<file path="config.mk">
export PLATFORM = sky130hd
export DESIGN_NAME = mc_ctrl_fsm
export DESIGN_NICKNAME = d
export VERILOG_FILES = /design/src/rtl/mc_ctrl_fsm_pkg.sv /design/src/rtl/mc_ctrl_fsm_immsrc_dec.sv /design/src/rtl/mc_ctrl_fsm.sv
export SDC_FILE = /design/constraint.sdc
export NUM_CORES = 1
export LEC_CHECK = 0
export BUFFER_PORTS_ARGS = -buffer_cell sky130_fd_sc_hd__buf_2
export CAP_MARGIN = 20
export CORE_ASPECT_RATIO = 0.5
export CORE_MARGIN = 4
export CORE_UTILIZATION = 35
export DETAILED_ROUTE_END_ITERATION = 12
export PLACE_DENSITY_LB_ADDON = 0.08
export SLEW_MARGIN = 25
export SYNTH_ARGS = -nofsm -noshare
export SYNTH_HDL_FRONTEND = slang
export SYNTH_SLANG_ARGS = --single-unit
</file>
<file path="constraint.sdc">
create_clock -name clk -period 3.5 [get_ports clk]
set_input_delay 0.875 -clock clk [delete_from_list [all_inputs] [get_ports clk]]
set_output_delay 0.875 -clock clk [all_outputs]
set_load 0.01 [all_outputs]
</file>
<file path="src/rtl/mc_ctrl_fsm_pkg.sv">
// Shared definitions for the multi-cycle RV32I control path.
// Holds the state codes, opcode constants, datapath mux encodings and the
// packed control bundle that the main FSM builds each cycle.
package rv_mc_pkg;

    typedef logic [3:0] state_t;

    localparam state_t S_FETCH    = 4'd0;
    localparam state_t S_DECODE   = 4'd1;
    localparam state_t S_MEMADR   = 4'd2;
    localparam state_t S_MEMREAD  = 4'd3;
    localparam state_t S_MEMWB    = 4'd4;
    localparam state_t S_MEMWRITE = 4'd5;
    localparam state_t S_EXR      = 4'd6;
    localparam state_t S_EXI      = 4'd7;
    localparam state_t S_ALUWB    = 4'd8;
    localparam state_t S_BRANCH   = 4'd9;
    localparam state_t S_JAL      = 4'd10;
    localparam state_t S_JALRADR  = 4'd11;
    localparam state_t S_JALRPC   = 4'd12;
    localparam state_t S_LUI      = 4'd13;
    localparam state_t S_TRAP     = 4'd14;

    localparam logic [6:0] OP_LW   = 7'b0000011;
    localparam logic [6:0] OP_SW   = 7'b0100011;
    localparam logic [6:0] OP_R    = 7'b0110011;
    localparam logic [6:0] OP_I    = 7'b0010011;
    localparam logic [6:0] OP_BR   = 7'b1100011;
    localparam logic [6:0] OP_JAL  = 7'b1101111;
    localparam logic [6:0] OP_JALR = 7'b1100111;
    localparam logic [6:0] OP_LUI  = 7'b0110111;

    localparam logic [1:0] SRCA_PC    = 2'b00;
    localparam logic [1:0] SRCA_OLDPC = 2'b01;
    localparam logic [1:0] SRCA_REGA  = 2'b10;

    localparam logic [1:0] SRCB_REGB  = 2'b00;
    localparam logic [1:0] SRCB_IMM   = 2'b01;
    localparam logic [1:0] SRCB_FOUR  = 2'b10;

    localparam logic [1:0] RES_ALUOUT    = 2'b00;
    localparam logic [1:0] RES_DATA      = 2'b01;
    localparam logic [1:0] RES_ALURESULT = 2'b10;
    localparam logic [1:0] RES_IMM       = 2'b11;

    localparam logic [1:0] ALUOP_ADD   = 2'b00;
    localparam logic [1:0] ALUOP_BR    = 2'b01;
    localparam logic [1:0] ALUOP_FUNCT = 2'b10;

    localparam logic [2:0] IMM_I = 3'b000;
    localparam logic [2:0] IMM_S = 3'b001;
    localparam logic [2:0] IMM_B = 3'b010;
    localparam logic [2:0] IMM_J = 3'b011;
    localparam logic [2:0] IMM_U = 3'b100;

    typedef struct packed {
        logic       mem_req;
        logic       adr_src;
        logic       mem_write;
        logic       ir_write;
        logic       pc_update;
        logic       branch;
        logic       jalr;
        logic       reg_write;
        logic [1:0] result_src;
        logic [1:0] alu_src_a;
        logic [1:0] alu_src_b;
        logic [1:0] alu_op;
        logic       instr_done;
        logic       illegal;
    } ctrl_t;

endpackage

</file>
<file path="src/rtl/mc_ctrl_fsm_immsrc_dec.sv">
// Immediate-format decoder: maps the opcode to the ImmSrc selection used by
// the immediate extender. Purely combinational.
//   op       in  7  instr[6:0]
//   imm_src  out 3  000 I, 001 S, 010 B, 011 J, 100 U
module immsrc_dec
    import rv_mc_pkg::*;
(
    input  logic [6:0] op,
    output logic [2:0] imm_src
);

    always_comb begin
        imm_src = IMM_I;
        case (op)
            OP_LW, OP_I, OP_JALR: imm_src = IMM_I;
            OP_SW:                imm_src = IMM_S;
            OP_BR:                imm_src = IMM_B;
            OP_JAL:               imm_src = IMM_J;
            OP_LUI:               imm_src = IMM_U;
            // R-type has no immediate; I-format is a harmless default
            default:              imm_src = IMM_I;
        endcase
    end

endmodule

</file>
<file path="src/rtl/mc_ctrl_fsm.sv">
// Main control FSM of the multi-cycle RV32I core. Sequences the shared ALU
// and unified memory through 3-5 states per instruction, stalls on the
// memory ready handshake and counts retired instructions.
// Ports:
//   clk, reset (sync, active-high)      op: instr[6:0]     MemReady: memory done
//   MemReq/AdrSrc/MemWrite              memory control
//   IRWrite/PCUpdate/Branch/Jalr        IR and PC update control
//   RegWrite/ResultSrc                  register write-back control
//   ALUSrcA/ALUSrcB/ALUOp/ImmSrc        ALU operand and operation select
//   InstrDone  pulse in last cycle of an instruction
//   Illegal    high while trapped on an unknown opcode
//   InstRet    retired-instruction counter (wraps)
module mc_ctrl_fsm
    import rv_mc_pkg::*;
#(
    parameter int CNT_W = 32
) (
    input  logic             clk,
    input  logic             reset,
    input  logic [6:0]       op,
    input  logic             MemReady,
    output logic             MemReq,
    output logic             AdrSrc,
    output logic             MemWrite,
    output logic             IRWrite,
    output logic             PCUpdate,
    output logic             Branch,
    output logic             Jalr,
    output logic             RegWrite,
    output logic [1:0]       ResultSrc,
    output logic [1:0]       ALUSrcA,
    output logic [1:0]       ALUSrcB,
    output logic [1:0]       ALUOp,
    output logic [2:0]       ImmSrc,
    output logic             InstrDone,
    output logic             Illegal,
    output logic [CNT_W-1:0] InstRet
);

    state_t state;
    state_t state_next;
    ctrl_t  ctrl_raw;
    ctrl_t  ctrl;

    immsrc_dec u_immsrc_dec (
        .op      (op),
        .imm_src (ImmSrc)
    );

    always_ff @(posedge clk) begin
        if (reset) begin
            state <= S_FETCH;
        end else begin
            state <= state_next;
        end
    end

    always_comb begin
        state_next = state;
        case (state)
            S_FETCH:    if (MemReady) state_next = S_DECODE;
            S_DECODE: begin
                case (op)
                    OP_LW, OP_SW: state_next = S_MEMADR;
                    OP_R:         state_next = S_EXR;
                    OP_I:         state_next = S_EXI;
                    OP_BR:        state_next = S_BRANCH;
                    OP_JAL:       state_next = S_JAL;
                    OP_JALR:      state_next = S_JALRADR;
                    OP_LUI:       state_next = S_LUI;
                    default:      state_next = S_TRAP;
                endcase
            end
            // Only lw/sw reach here, so anything not a store is a load
            S_MEMADR:   state_next = (op == OP_SW) ? S_MEMWRITE : S_MEMREAD;
            S_MEMREAD:  if (MemReady) state_next = S_MEMWB;
            S_MEMWB:    state_next = S_FETCH;
            S_MEMWRITE: if (MemReady) state_next = S_FETCH;
            S_EXR:      state_next = S_ALUWB;
            S_EXI:      state_next = S_ALUWB;
            S_ALUWB:    state_next = S_FETCH;
            S_BRANCH:   state_next = S_FETCH;
            S_JAL:      state_next = S_ALUWB;
            S_JALRADR:  state_next = S_JALRPC;
            S_JALRPC:   state_next = S_ALUWB;
            S_LUI:      state_next = S_FETCH;
            S_TRAP:     state_next = S_TRAP;
            default:    state_next = S_FETCH;
        endcase
    end

    always_comb begin
        ctrl_raw = '0;
        case (state)
            S_FETCH: begin
                ctrl_raw.mem_req    = 1'b1;
                ctrl_raw.adr_src    = 1'b0;
                ctrl_raw.alu_src_a  = SRCA_PC;
                ctrl_raw.alu_src_b  = SRCB_FOUR;
                ctrl_raw.alu_op     = ALUOP_ADD;
                ctrl_raw.result_src = RES_ALURESULT;
                // IR load and PC+4 happen exactly once, on the accepting cycle
                ctrl_raw.ir_write   = MemReady;
                ctrl_raw.pc_update  = MemReady;
            end
            S_DECODE: begin
                ctrl_raw.alu_src_a = SRCA_OLDPC;
                ctrl_raw.alu_src_b = SRCB_IMM;
                ctrl_raw.alu_op    = ALUOP_ADD;
            end
            S_MEMADR, S_JALRADR: begin
                ctrl_raw.alu_src_a = SRCA_REGA;
                ctrl_raw.alu_src_b = SRCB_IMM;
                ctrl_raw.alu_op    = ALUOP_ADD;
            end
            S_MEMREAD: begin
                ctrl_raw.mem_req = 1'b1;
                ctrl_raw.adr_src = 1'b1;
            end
            S_MEMWB: begin
                ctrl_raw.result_src = RES_DATA;
                ctrl_raw.reg_write  = 1'b1;
                ctrl_raw.instr_done = 1'b1;
            end
            S_MEMWRITE: begin
                ctrl_raw.mem_req    = 1'b1;
                ctrl_raw.adr_src    = 1'b1;
                ctrl_raw.mem_write  = 1'b1;
                ctrl_raw.instr_done = MemReady;
            end
            S_EXR: begin
                ctrl_raw.alu_src_a = SRCA_REGA;
                ctrl_raw.alu_src_b = SRCB_REGB;
                ctrl_raw.alu_op    = ALUOP_FUNCT;
            end
            S_EXI: begin
                ctrl_raw.alu_src_a = SRCA_REGA;
                ctrl_raw.alu_src_b = SRCB_IMM;
                ctrl_raw.alu_op    = ALUOP_FUNCT;
            end
            S_ALUWB: begin
                ctrl_raw.result_src = RES_ALUOUT;
                ctrl_raw.reg_write  = 1'b1;
                ctrl_raw.instr_done = 1'b1;
            end
            S_BRANCH: begin
                ctrl_raw.alu_src_a  = SRCA_REGA;
                ctrl_raw.alu_src_b  = SRCB_REGB;
                ctrl_raw.alu_op     = ALUOP_BR;
                ctrl_raw.result_src = RES_ALUOUT;
                ctrl_raw.branch     = 1'b1;
                ctrl_raw.instr_done = 1'b1;
            end
            S_JAL: begin
                // ALUOut already holds the target; ALU computes OldPC+4 for rd
                ctrl_raw.alu_src_a  = SRCA_OLDPC;
                ctrl_raw.alu_src_b  = SRCB_FOUR;
                ctrl_raw.alu_op     = ALUOP_ADD;
                ctrl_raw.result_src = RES_ALUOUT;
                ctrl_raw.pc_update  = 1'b1;
            end
            S_JALRPC: begin
                ctrl_raw.alu_src_a  = SRCA_OLDPC;
                ctrl_raw.alu_src_b  = SRCB_FOUR;
                ctrl_raw.result_src = RES_ALUOUT;
                ctrl_raw.pc_update  = 1'b1;
                ctrl_raw.jalr       = 1'b1;
            end
            S_LUI: begin
                ctrl_raw.result_src = RES_IMM;
                ctrl_raw.reg_write  = 1'b1;
                ctrl_raw.instr_done = 1'b1;
            end
            S_TRAP: begin
                ctrl_raw.illegal = 1'b1;
            end
            default: ctrl_raw = '0;
        endcase
    end

    // Reset wins immediately: any strobe of an in-flight instruction is dropped
    always_comb begin
        ctrl = ctrl_raw;
        if (reset) begin
            ctrl.mem_req    = 1'b0;
            ctrl.mem_write  = 1'b0;
            ctrl.ir_write   = 1'b0;
            ctrl.pc_update  = 1'b0;
            ctrl.branch     = 1'b0;
            ctrl.reg_write  = 1'b0;
            ctrl.instr_done = 1'b0;
            ctrl.illegal    = 1'b0;
        end
    end

    always_ff @(posedge clk) begin
        if (reset) begin
            InstRet <= '0;
        end else if (ctrl.instr_done) begin
            InstRet <= InstRet + {{(CNT_W-1){1'b0}}, 1'b1};
        end
    end

    assign MemReq    = ctrl.mem_req;
    assign AdrSrc    = ctrl.adr_src;
    assign MemWrite  = ctrl.mem_write;
    assign IRWrite   = ctrl.ir_write;
    assign PCUpdate  = ctrl.pc_update;
    assign Branch    = ctrl.branch;
    assign Jalr      = ctrl.jalr;
    assign RegWrite  = ctrl.reg_write;
    assign ResultSrc = ctrl.result_src;
    assign ALUSrcA   = ctrl.alu_src_a;
    assign ALUSrcB   = ctrl.alu_src_b;
    assign ALUOp     = ctrl.alu_op;
    assign InstrDone = ctrl.instr_done;
    assign Illegal   = ctrl.illegal;

endmodule
</file>
==> results.json, run 1 <==
{
  "seq_area_frac_synth": 0.312,
  "antenna_cells": 0,
  "finClkSkew_ns": 0.00758,
  "finalNetCount": 386,
  "r2r_slack_ns": 0.69,
  "grt_pass1_wl_um": 11000,
  "tightest_slew_ns": 0.797,
  "first_iter_violations": 181,
  "rows": 20,
  "crit_start": "state[0]",
  "globalRoute.totalOverflow": 0,
  "fmax_ghz": 0.327,
  "reg2reg_to": "InstRet[28]",
  "clkLatencyLatePin_ns": 0.28,
  "cp_top_family": "flip-flops",
  "core_um2": 6230,
  "maxSlewHeadroom": 0.468,
  "path_buf_inv": 1,
  "dieArea_um2": 8030,
  "ys_ff_latch": 36,
  "synthTopCellsByCount": "dfxtp_1, nor2_1, nand2_1, a21oi_1, nor3_1",
  "synthTopCellsByArea": "dfxtp_1, nor2_1, nand2_1",
  "synthCells": 319,
  "end_kind": "output pin",
  "maxSlewViolCount": 0,
  "hold_buffers": 0,
  "antenna_found_initial": 0,
  "syn_nets": 330,
  "status": "finished clean",
  "cts_buffer_depth": 2,
  "htree_num_levels": 2,
  "die_w_um": 123,
  "crit_end": "InstrDone",
  "cap_violations": 0,
  "yosys.area.top_type": "dfxtp_1",
  "drc": 0,
  "wl_per_cell_um": 14.0,
  "reg2reg_from": "state[0]",
  "rr_worst_depth": 5,
  "slowest_delay_ns": 0.84,
  "ios": 63,
  "start_kind": "flop",
  "fin_util": 0.459,
  "path_max_fanout": 25,
  "p_leak_nw": 1.11,
  "post-route-period-util": 0.873,
  "path_cells": "nor2b_1 -> o211a_1 -> nor2_1 -> buf_2",
  "hold_depth": 2,
  "cts-root-buf": "clkbuf_16",
  "yosys_warnings": 0,
  "cts.sinks": 36,
  "drive_gt1_frac": 0.210,
  "ys_types": 45,
  "crit_arrival_ns": 2.18,
  "drt-total-wl_um": 6490,
  "cp.depth": 4,
  "hold_path.class": "reg2reg",
  "grt_max_degree": 47,
  "ir_drop_mv": 0.234,
  "postCtsSetupRepairBufs": 0,
  "gp_congestion": 0.838,
  "hold_viol_final": 0,
  "synth_area_um2": 2310,
  "min_period_ns": 3.06,
  "die_y_um": 65.4,
  "synth_top_area_share": 0.312,
  "fillers": 661,
  "viasPerCell": 5.29,
  "setup_viol": 0,
  "crit_required_ns": 2.62,
  "ant_nets": 0,
  "grt_pass1_vias": 2293,
  "power_density_nw_per_um2": 550,
  "cts_made_buffers": 5,
  "synthArstFlopShare": 0,
  "via_count": 2455,
  "drt_pass1_iterations": 4,
  "synth-edff-count": 0,
  "fin_setup_tns_ns": 0,
  "ys.flop_type": "dfxtp_1",
  "clkTransAtPathRegs_ns": 0.06,
  "cts_resized": 0,
  "grt_use_total": 0.168,
  "tritoncts": "built",
  "crit_slowest_cell": "dfxtp_1",
  "portBuffers": 62,
  "start_util": 0.370,
  "synth.avg_cell_area_um2": 7.23,
  "rsz0062_at_grt": "false",
  "area_growth_pct": 24.0,
  "worst-setup-path-type": "reg2out",
  "dp_hpwl_um": 4770
}
cells in the final DEF, fill, tap and decap left out, types with 11 or more instances in the layout:
cell,n
dfxtp_1,36
nand4_1,15
o21ai_0,13
nor3_1,18
buf_2,62
a21oi_1,21
nor2_1,36
nand3_1,16
nand2b_1,12
nand2_1,35
xnor2_1,11
state kept, by name (all words and copies together), names as in the netlist:
register,cells
InstRet,32
state,4
how the worst min path moves through the flow:
stage,from,to
2_1_floorplan,InstRet[31],InstRet[31]
3_3_place_gp,InstRet[31],InstRet[31]
3_5_place_dp,InstRet[31],InstRet[31]
4_1_cts,InstRet[31],InstRet[31]
5_1_grt,InstRet[31],InstRet[31]
6_report,InstRet[31],InstRet[31]
worst reg2reg max path, stage by stage, from the launching register on:
cell and delay [ns]:
dfxtp_1 0.84, nand2_1 0.21, o211a_1 0.33, or4_1 0.69
nor3b_1 0.27, mux2_2 0.37
final cells by class:
cell class | count | area [um^2] | area share
clock buffers | 6 | 129 | 0.0451
repair buffers | 67 | 348 | 0.122
well taps | 88 | 110 | 0.0385
clock inverters | 2 | 35.0 | 0.0122
flip-flops and latches | 36 | 721 | 0.252
multi-input cells | 261 | 1500 | 0.525
inverters | 4 | 15.0 | 0.00525
stage by stage:
step / total power [mW] / area (um^2) / cells / worst slack, ns / hold WS, ns
final: 1.57 / 2860 / 464 / 0.443 / 0.486
after global routing: 1.68 / 2860 / 464 / 0.252 / 0.521
after CTS: 1.59 / 2860 / 464 / 0.454 / 0.490
after detailed placement: 1.08 / 2700 / 456 / 0.509 / 0.482
after global placement: 1.08 / 2700 / 456 / 0.575 / 0.465
after floorplan: 0.896 / 2310 / 319 / 0.745 / 0.502
where the power goes:
group | switching, mW | internal (mW)
combinational | 0.323 | 0.231
clock | 0.164 | 0.335
sequential | 0.0876 | 0.433
total | 0.575 | 0.999
logic make-up after synthesis:
logic type | count (synthesis) | synth area share
AOI/OAI and AO/OA | 55 | 0.145
DFF | 36 | 0.312
adders and majority gates | 1 | 0.00542
and+or+nand+nor | 181 | 0.407
muxes | 3 | 0.0141
buffers and inverters | 22 | 0.0363
xor gates and xnor gates | 21 | 0.0797
per-layer routing:
layer	share of wire	track usage	up-vias	routed length [um]
li1	-	-	1270	-
met1	0.53	0.241	1132	3460
met2	0.42	0.262	51	2710
met3	0.047	0.0318	2	308
met4	0.0029	0.0377	0	19
met5	0	0	-	0
(Power assumes the default switching activity.)
==> run 2: changes to the inputs <==
--- a/config.mk
+++ b/config.mk
@@ -8,8 +8,8 @@
 export BUFFER_PORTS_ARGS = -buffer_cell sky130_fd_sc_hd__buf_2
 export CAP_MARGIN = 20
 export CORE_ASPECT_RATIO = 0.5
-export CORE_MARGIN = 4
-export CORE_UTILIZATION = 35
+export CORE_MARGIN = 3
+export CORE_UTILIZATION = 53
 export DETAILED_ROUTE_END_ITERATION = 12
 export PLACE_DENSITY_LB_ADDON = 0.08
 export SLEW_MARGIN = 25
==> run 2 against run 1 <==
Against the previous run: clock-buffer cell count unchanged; final cell count fell by 7.5%; critical path type unchanged; register-to-register slack better by 0.09 ns.
==> results.json, run 2 (synthesis gave the netlist of run 1 again) <==
{
  "status": "finished clean",
  "dp_hpwl_um": 4240,
  "hold_depth": 2,
  "crit_required_ns": 2.62,
  "tightest_slew_ns": 0.722,
  "worst-setup-path-type": "reg2out",
  "ant_nets": 0,
  "start_util": 0.571,
  "wl_per_cell_um": 13.6,
  "maxSlewHeadroom": 0.518,
  "cp_top_family": "flip-flops",
  "drc": 0,
  "finalNetCount": 386,
  "rows": 16,
  "path_buf_inv": 1,
  "cp.depth": 4,
  "gp_congestion": 0.898,
  "start_kind": "flop",
  "tritoncts": "built",
  "setup_viol": 0,
  "path_max_fanout": 25,
  "cts-root-buf": "clkbuf_8",
  "power_density_nw_per_um2": 491,
  "highest_layer": "met4",
  "cts_resized": 0,
  "globalRoute.totalOverflow": 0,
  "timing.hold.ws_ns": 0.491,
  "drive_gt1_frac": 0.208,
  "finalPower_mw": 1.34,
  "final_common_cell": "buf_2",
  "preCtsSetupSlack_ns": 0.543,
  "layout_setup_ws_ns": 0.508,
  "largest_register_ffs": 32,
  "area_growth_pct": 18.4,
  "clkTransAtPathRegs_ns": 0.07,
  "first_iter_violations": 144,
  "post-route-period-util": 0.855,
  "hold_path.class": "reg2reg",
  "cts_made_buffers": 5,
  "hold_viol_final": 0,
  "grt_pass1_wl_um": 9740,
  "crit_arrival_ns": 2.12,
  "antenna_cells": 0,
  "drt_pass1_iterations": 4,
  "dieArea_um2": 5230,
  "regArea_um2": 721,
  "fin_util": 0.675,
  "cts_buffer_depth": 2,
  "ios": 63,
  "path_cells": "nor2b_1 -> o211a_1 -> nor2_1 -> buf_2",
  "finClkSkew_ns": 0.00460,
  "dr_wl_met2_um": 2520,
  "portBuffers": 62,
  "cap_violations": 0,
  "multi_input_area_um2": 1500,
  "clkLatencyLatePin_ns": 0.28,
  "drt-met1-wl_um": 2780,
  "grt_pass1_vias": 2122,
  "cts.sinks": 36,
  "min_period_ns": 2.99,
  "viasPerCell": 5.82,
  "maxSlewViolCount": 0,
  "antenna_found_initial": 0,
  "top_register": "InstRet",
  "die_w_um": 99.3,
  "grt_use_total": 0.232,
  "slowest_delay_ns": 0.79,
  "grt_max_degree": 47,
  "hold_buffers": 0,
  "core_um2": 4040,
  "p_leak_nw": 1.07,
  "via_count": 2496,
  "htree_num_levels": 2,
  "crit_slowest_cell": "dfxtp_1",
  "ir_drop_mv": 0.193,
  "fin_setup_tns_ns": 0,
  "postCtsSetupRepairBufs": 0,
  "wl_met3_um": 511,
  "die_y_um": 52.7,
  "drt-total-wl_um": 5850,
  "top_regs": "InstRet (32), state (4)",
  "rsz0062_at_grt": "false",
  "rr_worst_depth": 5,
  "mostFrequentLayoutCells": "buf_2, dfxtp_1, nor2_1, nand2_1, a21oi_1",
  "fmax_ghz": 0.334,
  "end_kind": "output pin",
  "fillers": 385
}
run 2: changes by cell type in the layout (fill, tap and decap cells not counted), sizes merged:
cell    change
bufinv      -1
run 2: path summary, 6_finish.rpt:
path                     from           to  slack [ns]
setup / recovery     state[0]    InstrDone        0.51
setup reg to reg     state[0]  InstRet[28]        0.78
hold / removal    InstRet[31]  InstRet[31]        0.49
hold reg to reg   InstRet[31]  InstRet[31]        0.49
run 2: metal layers:
layer | vias up | track usage
met2 | 97 | 0.372
li1 | 1264 | -
met5 | - | 0
met4 | 0 | 0.0590
met3 | 7 | 0.0452
met1 | 1128 | 0.321
run 2: where the power goes:
| part | leakage, nW | internal, mW | switching (mW) |
|---|---|---|---|
| Sequential | 0.291 | 0.433 | 0.0765 |
| Clock | 0.0410 | 0.135 | 0.142 |
| Combinational | 0.741 | 0.231 | 0.324 |
run 2: worst reg2reg max path, delay by kind of cell, from the launching register on:
kind               cells  cell delay (ns)
and+or+nand+nor        3             1.13
DFF                    1             0.79
muxes                  1             0.36
AOI/OAI and AO/OA      1             0.33
run 2: area by class of cell:
type | instances | area share
multi-input cells | 261 | 0.550
flip-flops and latches | 36 | 0.264
repair buffers | 67 | 0.127
clock buffers | 6 | 0.0266
well taps | 54 | 0.0247
inverters | 4 | 0.00550
clock inverters | 1 | 0.00183
run 2: metrics by stage:
stage | cell area (um^2) | instances
finish | 2730 | 429
global route | 2730 | 429
CTS | 2730 | 429
detailed placement | 2650 | 422
global placement | 2650 | 422
floorplan | 2310 | 319
==> run 3: changes to the inputs <==
--- a/config.mk
+++ b/config.mk
@@ -8,7 +8,6 @@
 export BUFFER_PORTS_ARGS = -buffer_cell sky130_fd_sc_hd__buf_2
 export CAP_MARGIN = 20
 export CORE_ASPECT_RATIO = 0.5
-export CORE_MARGIN = 3
 export CORE_UTILIZATION = 53
 export DETAILED_ROUTE_END_ITERATION = 12
 export PLACE_DENSITY_LB_ADDON = 0.08
==> run 3 against run 2 <==
Against the previous run: critical path depth unchanged; worst setup slack worse by 0.0068 ns; routed wire length up 0.19%; largest cell class unchanged; critical path type unchanged; global-route usage up 3.5 points; final cell count grew 0.23%; clock power rose by 11%; first-iteration DRC count decreased by 6.9%; largest power group unchanged.
==> results.json, run 3 (synthesis gave the netlist of run 1 again) <==
{
  "first_iter_violations": 134,
  "tritoncts": "built",
  "cts_resized": 0,
  "power_density_nw_per_um2": 501,
  "path_max_fanout": 25,
  "fmax_ghz": 0.333,
  "grt_pass1_vias": 2147,
  "mostFrequentLayoutCells": "buf_2, dfxtp_1, nor2_1, nand2_1, a21oi_1",
  "portBuffers": 62,
  "finClkSkew_ns": 0.00532,
  "top_regs": "InstRet (32), state (4)",
  "antenna_cells": 0,
  "cts_buffer_depth": 2,
  "dieArea_um2": 4640,
  "maxSlewHeadroom": 0.504,
  "hold_depth": 2,
  "p_leak_nw": 1.08,
  "ir_drop_mv": 0.232,
  "grt_max_degree": 47,
  "hold_buffers": 0,
  "maxSlewViolCount": 0,
  "design_area_um2": 2750,
  "clkLatencyLatePin_ns": 0.29,
  "dp_hpwl_um": 4150,
  "die_y_um": 48.7,
  "fin_setup_tns_ns": 0,
  "cap_violations": 0,
  "min_period_ns": 3.00,
  "core_um2": 4040,
  "worst-setup-path-type": "reg2out",
  "grt_pass1_wl_um": 9860,
  "grt_use_total": 0.267,
  "globalRoute.totalOverflow": 0,
  "cts-root-buf": "clkbuf_8",
  "post-route-period-util": 0.857,
  "via_count": 2521,
  "cts_made_buffers": 5,
  "largest_register_ffs": 32,
  "multi_input_area_um2": 1500,
  "rows": 16,
  "gp_congestion": 0.869,
  "postCtsSetupRepairBufs": 0,
  "ios": 63,
  "drc": 0,
  "finalNetCount": 386,
  "timing.hold.ws_ns": 0.481,
  "die_w_um": 95.3,
  "hold_viol_final": 0,
  "crit_arrival_ns": 2.12,
  "wl_per_cell_um": 13.6,
  "drive_gt1_frac": 0.210,
  "top_register": "InstRet",
  "fillers": 359,
  "fin_util": 0.679,
  "regArea_um2": 721,
  "rsz0062_at_grt": "false",
  "drt-total-wl_um": 5860,
  "layout_setup_ws_ns": 0.501,
  "htree_num_levels": 2,
  "cts.sinks": 36,
  "area_growth_pct": 19.1,
  "ant_nets": 0,
  "end_kind": "output pin",
  "hold_path.class": "reg2reg",
  "setup_viol": 0,
  "drt_pass1_iterations": 5,
  "start_util": 0.571,
  "clkTransAtPathRegs_ns": 0.07,
  "antenna_found_initial": 0,
  "crit_required_ns": 2.62,
  "preCtsSetupSlack_ns": 0.528,
  "start_kind": "flop",
  "place_area_um2": 2650,
  "rr_worst_depth": 5,
  "tightest_slew_ns": 0.743,
  "viasPerCell": 5.86,
  "final_common_cell": "buf_2",
  "status": "finished clean"
}
[run 3: cell types whose count changed in the layout (fill, tap and decap cells not counted)]
cell	before	now
clkinvlp_4	0	1
clkbuf_8	5	6
clkinv_2	1	0
[run 3: area by class of cell]
class,count,area share
inverter,4,0.00546
multi-input combinational,261,0.547
clock inverter,1,0.00273
sequential,36,0.262
timing repair buffer,67,0.127
clock buffer,7,0.0314
tap,54,0.0246
[run 3: critical path: stages (launching register included)]
cell	delay, ns
dfxtp_1	0.80
nor2b_1	0.36
o211a_1	0.44
nor2_1	0.08
buf_2	0.15
[run 3: routing by layer]
layer | track usage | vias up | share of wire
met1 | 0.374 | 1163 | 0.48
met3 | 0.0629 | 8 | 0.064
met2 | 0.400 | 88 | 0.45
met4 | 0.0909 | 0 | 0.0077
met5 | 0 | - | 0
li1 | - | 1262 | -
[run 3: per-stage QoR]
step                      std cells  total power [mW]
after floorplan                 319             0.896
after global placement          422              1.05
after detailed placement        422              1.07
after CTS                       430              1.38
after global routing            430              1.48
final                           430              1.38
[run 3: power by group]
part | internal (mW) | switching, mW
logic | 0.231 | 0.327
registers | 0.433 | 0.0773
clock network | 0.160 | 0.149
[run 3: worst paths after layout]
path	startpoint	endpoint	slack, ns
worst min-delay path	InstRet[31]	InstRet[31]	0.48
worst max register to register	state[0]	InstRet[28]	0.77
worst min register to register	InstRet[31]	InstRet[31]	0.48
worst max-delay path	state[0]	InstrDone	0.50
